<file path="src/rtl/cmul_result_collector.sv">
// cmul_result_collector: tracks in-flight complex multiplies, captures
// each {real[63:32], imag[31:0]} result into a show-ahead FIFO with credits.
//
// Ports:
//   clk, rst_n        clock, asynchronous active-low reset
//   ce                multiplier pipeline clock enable
//   issue             upstream presents an operand pair this cycle
//   issue_ready       credit available (reserved < DEPTH)
//   result_in         multiplier result bus {real, imag}
//   out_data          FIFO head {real, imag}
//   out_valid         FIFO non-empty
//   out_ready         downstream accepts head
//   level             FIFO occupancy
//   overflow          sticky: issue attempted with no credit
module cmul_result_collector #(
    parameter int LATENCY = 12,
    parameter int DEPTH   = 8,
    parameter int CW      = $clog2(DEPTH) + 1
) (
    input  logic          clk,
    input  logic          rst_n,
    input  logic          ce,
    input  logic          issue,
    output logic          issue_ready,
    input  logic [63:0]   result_in,
    output logic [63:0]   out_data,
    output logic          out_valid,
    input  logic          out_ready,
    output logic [CW-1:0] level,
    output logic          overflow
);

    localparam int AW = $clog2(DEPTH);

    logic [LATENCY-1:0] r_tag;
    logic [AW-1:0]      r_wptr;
    logic [AW-1:0]      r_rptr;
    logic [CW-1:0]      r_level;
    logic [CW-1:0]      r_reserved;
    logic               r_overflow;
    logic [63:0]        r_mem [DEPTH];

    logic w_credit;
    logic w_acc;
    logic w_wr;
    logic w_rd;
    logic w_valid;

    // Credits cover both in-flight tags and stored entries, so every
    // accepted operation is guaranteed a FIFO slot when it emerges.
    assign w_credit = (r_reserved < CW'(DEPTH));
    assign w_acc    = issue & w_credit & ce;
    // A tag parked at the tail while ce=0 waits for the next enabled edge.
    assign w_wr     = ce & r_tag[LATENCY-1];
    assign w_valid  = (r_level != '0);
    assign w_rd     = w_valid & out_ready;

    assign issue_ready = w_credit;
    assign out_valid   = w_valid;
    assign level       = r_level;
    assign overflow    = r_overflow;
    assign out_data    = w_valid ? r_mem[r_rptr] : '0;

    // Tag delay line mirrors the ce-gated multiplier pipeline.
    always_ff @(posedge clk or negedge rst_n) begin
        if (!rst_n) begin
            r_tag <= '0;
        end else if (ce) begin
            r_tag[0] <= w_acc;
            for (int i = 1; i < LATENCY; i++) begin
                r_tag[i] <= r_tag[i-1];
            end
        end
    end

    always_ff @(posedge clk or negedge rst_n) begin
        if (!rst_n) begin
            r_wptr <= '0;
            r_rptr <= '0;
        end else begin
            if (w_wr) begin
                r_wptr <= r_wptr + AW'(1);
            end
            if (w_rd) begin
                r_rptr <= r_rptr + AW'(1);
            end
        end
    end

    always_ff @(posedge clk or negedge rst_n) begin
        if (!rst_n) begin
            r_level    <= '0;
            r_reserved <= '0;
        end else begin
            r_level    <= r_level + CW'(w_wr) - CW'(w_rd);
            r_reserved <= r_reserved + CW'(w_acc) - CW'(w_rd);
        end
    end

    always_ff @(posedge clk or negedge rst_n) begin
        if (!rst_n) begin
            r_overflow <= 1'b0;
        end else if (issue & ce & ~w_credit) begin
            r_overflow <= 1'b1;
        end
    end

    // Storage is not reset; validity comes from the level counter.
    always_ff @(posedge clk) begin
        if (w_wr) begin
            r_mem[r_wptr] <= result_in;
        end
    end

`ifndef SYNTHESIS
    a_no_full_write: assert property (
        @(posedge clk) disable iff (!rst_n)
        !(w_wr && !w_rd && (r_level == CW'(DEPTH))));

    a_reserved_bound: assert property (
        @(posedge clk) disable iff (!rst_n)
        r_reserved <= CW'(DEPTH));

    a_level_bound: assert property (
        @(posedge clk) disable iff (!rst_n)
        r_level <= CW'(DEPTH));
`endif

endmodule

</file>
<file path="config.mk">
export PLATFORM = sky130hd
export DESIGN_NAME = cmul_result_collector
export DESIGN_NICKNAME = d
export VERILOG_FILES = /design/src/rtl/cmul_result_collector.sv
export SDC_FILE = /design/constraint.sdc
export NUM_CORES = 1
export LEC_CHECK = 0
export BUFFER_PORTS_ARGS = -buffer_cell sky130_fd_sc_hd__buf_2
export CORE_ASPECT_RATIO = 1.25
export CORE_MARGIN = 5
export CORE_UTILIZATION = 50
export DETAILED_ROUTE_END_ITERATION = 10
export GPL_ROUTABILITY_DRIVEN = 0
export PLACE_DENSITY_LB_ADDON = 0.05
export SYNTH_ARGS = -nofsm -noshare
export SYNTH_HDL_FRONTEND = slang
export SYNTH_SLANG_ARGS = --single-unit
</file>
<file path="constraint.sdc">
create_clock -name clk -period 7.4 [get_ports clk]
set_clock_uncertainty 0.2 [all_clocks]
set_input_delay 0.74 -clock clk [delete_from_list [all_inputs] [get_ports clk]]
set_output_delay 0.74 -clock clk [all_outputs]
set_load 0.01 [all_outputs]
</file>
==> flow_metrics.tcl <==
set metrics [dict create \
    min_to "r_mem[4][48]" \
    port_buffers 139 \
    p_per_area_mw_per_mm2 382 \
    whs_path_depth 1 \
    cts.clk_slew.worst_paths_ps 60 \
    holdBufCountCts 1 \
    nNetsFinal 1094 \
    power_mw 8.95 \
    synth_enable_flop_cells 512 \
    slowest_delay_ps 760 \
    yosysTopAreaCell "edfxtp_1" \
    critPathMaxFanout 42 \
    start_util_pct 50.7 \
    outcome "finished clean" \
    drt_iter0_drc 508 \
    layout_worst_path_cycle_share_pct 58.1 \
    cts_post_setup_buffers_inserted 0 \
    wirelength_mm 40.5 \
    criticalPathCategory "flop to output pin" \
    ys_dominant_reg_cell "edfxtp_1" \
    die_h_um 236 \
    multi_input_comb_area_mm2 0.00407 \
    cp_cell_sequence "inv_1, ha_1, or3b_1, nor2b_4, buf_4, a22o_1, buf_2" \
    min-delay-start "result_in[48]" \
    viasPerCell 5.62 \
    grt_max_degree 90 \
    htree_num_levels 2 \
    worstReg2RegEnd "r_mem[0][6]" \
    dpl.hpwl_mm 20.6 \
    required_ps 6460 \
    seq_area_mm2 0.0161 \
    drv_slew 0 \
    hold_viol 0 \
    clockRootBuffer "clkbuf_16" \
    cts_tree "yes" \
    grt_first_pass_wirelength_mm 61.2 \
    syn_avg_cell_area_um2 23.9 \
    first_global_vias 9790 \
    syn_nets 932 \
    vdd_drop_max_uv 374 \
    cellLeakagePower_nw 7.82 \
    dr.pass1.iters 4 \
    setup_viol 0 \
    ios 140 \
    die_area_mm2 0.0449 \
    nFillCells 3005 \
    regToRegSetupSlack_ps 4360 \
    layout_setup_ws_ps 3100 \
    layout-drive-gt1-share_pct 36.4 \
    max_freq_ghz 0.233 \
    worst_slew_pin_slew_ps 1110 \
    slew_headroom_pct 25.8 \
    syn_inst 852 \
    final_antenna_net_count 0 \
    area_growth_pct 15.0 \
    routedWlPerCell_um 25.2 \
    yosysSeqAreaShare_pct 78.8 \
    yosysWarnings 0 \
    critPathSlowestCell "nor2b_4" \
    rsz0062_at_grt "false" \
    synthTopCellsByArea "edfxtp_1, mux4_2, dfrtp_1" \
    final_area_mm2 0.0234 \
    yosysUniqueCellTypes 30 \
    clock_path_buffers 3 \
    async_flop_share_pct 5.01 \
    yosysTopAreaCellShare_pct 75.5 \
    cts.sinks 539 \
    post_dp_cell_area_mm2 0.0217 \
    antenna_found_initial 7 \
    place_ws_ps 3590 \
    vias 9015 \
    die_w_um 191 \
    rows 82 \
    overflow 0 \
    cts_made_buffers 52 \
    synth.cells.most_frequent "edfxtp_1, mux4_2, a22o_1" \
    setup_tns_ps 0 \
    reg2reg_from "r_wptr[1]" \
    drv_cap 0 \
    r2r_cells 3 \
    cts_resized 0 \
    fin_crit_ps 4300 \
    grt_usage_pct 18.1 \
    synth_area_mm2 0.0204 \
    critPathLaunchType "flop" \
    ys_ff_latch 539 \
    hp-class "primary input to flop" \
    fp.coreArea_mm2 0.0402 \
    clock_latency_ps 560 \
    arrival_ps 3360 \
    post-route-drc-count 0 \
    yosysMostFrequentCell "edfxtp_1" \
    end_kind "output pin" \
]
[through the flow]
step	hold WS (ps)	cells	util [%]
global placement	255	1505	53.8
finish	231	1604	58.2
global route	207	1603	58.2
detailed placement	264	1505	53.8
floorplan	244	852	-
CTS	203	1602	58.2
[worst max-delay path: cells and delay by family (launching register included)]
| kind | cells | cell delay, ps |
|---|---|---|
| AND/OR/NAND/NOR | 2 | 1020 |
| buffers and inverters | 3 | 910 |
| flip-flops | 1 | 350 |
| AO/OA/AOI/OAI | 1 | 290 |
| adder cells (fa/ha/maj) | 1 | 180 |
[layout make-up]
class / instances / share of cell area [%]
tap: 546 / 2.92
clock buffer: 65 / 5.85
sequential: 539 / 68.6
inverter: 10 / 0.160
multi-input combinational: 258 / 17.4
timing repair buffer: 153 / 3.48
antenna: 2 / 0.0214
clock inverter: 31 / 1.65
[cell families (layout without fill, tap and decap cells)]
| family | Yosys count | in the layout | synth area share, % |
|---|---|---|---|
| AO/OA/AOI/OAI | 70 | 70 | 2.94 |
| XOR/XNOR | 11 | 11 | 0.473 |
| adder cells (fa/ha/maj) | 11 | 11 | 0.749 |
| buffers and inverters | 55 | 259 | 1.51 |
| flip-flops | 539 | 539 | 78.8 |
| multiplexers | 141 | 141 | 14.9 |
| other | 0 | 2 | 0 |
| AND/OR/NAND/NOR | 25 | 25 | 0.663 |
[report_power, final]
part	internal [mW]	switching [mW]
Sequential	3.58	0.189
Clock	1.63	1.10
Combinational	1.20	1.26
Total	6.40	2.55
[worst max path at each step]
stage	start	end	depth (start not counted)	slack [ps]
2_1_floorplan	ce	r_mem[5][0]	4	870
3_5_place_dp	r_rptr[0]	out_data[9]	4	3590
6_report	level[2]	out_data[9]	7	3100
4_1_cts	r_rptr[0]	out_data[9]	4	2970
3_3_place_gp	r_rptr[0]	out_data[9]	4	3570
5_1_grt	r_rptr[0]	out_data[9]	4	2860
[registers in the layout, indices dropped and copies added (netlist names)]
name        flops
level           4
overflow        1
r_mem         512
r_reserved      4
r_rptr          3
r_tag          12
r_wptr          3
[cell usage in the layout, fill, tap and decap left out, types with 2 or more instances in the layout]
cell type / instances
a21o_1: 2
inv_6: 2
inv_1: 10
clkinv_1: 7
nand3_1: 4
dfrtp_1: 25
mux4_2: 128
dfrtp_4: 2
clkinv_2: 11
nor3_2: 2
buf_4: 12
mux2_2: 13
xnor2_1: 8
xor2_1: 3
edfxtp_1: 512
clkbuf_16: 53
a22o_1: 64
fa_1: 2
ha_1: 9
buf_2: 139
a21oi_1: 2
nand2_1: 5
nor2_4: 6
bufinv_16: 9
clkbuf_1: 12
diode_2: 2
[per-layer routing]
layer  global-route usage, %  vias up  wire [um]
met5                       0        -         79
met4                    4.57       12        774
met3                    4.09       64       2040
met2                    30.1      174      20500
met1                    24.6     4796      17100
li1                        -     3969          -
No activity file was read; power rests on OpenSTA's default activity.
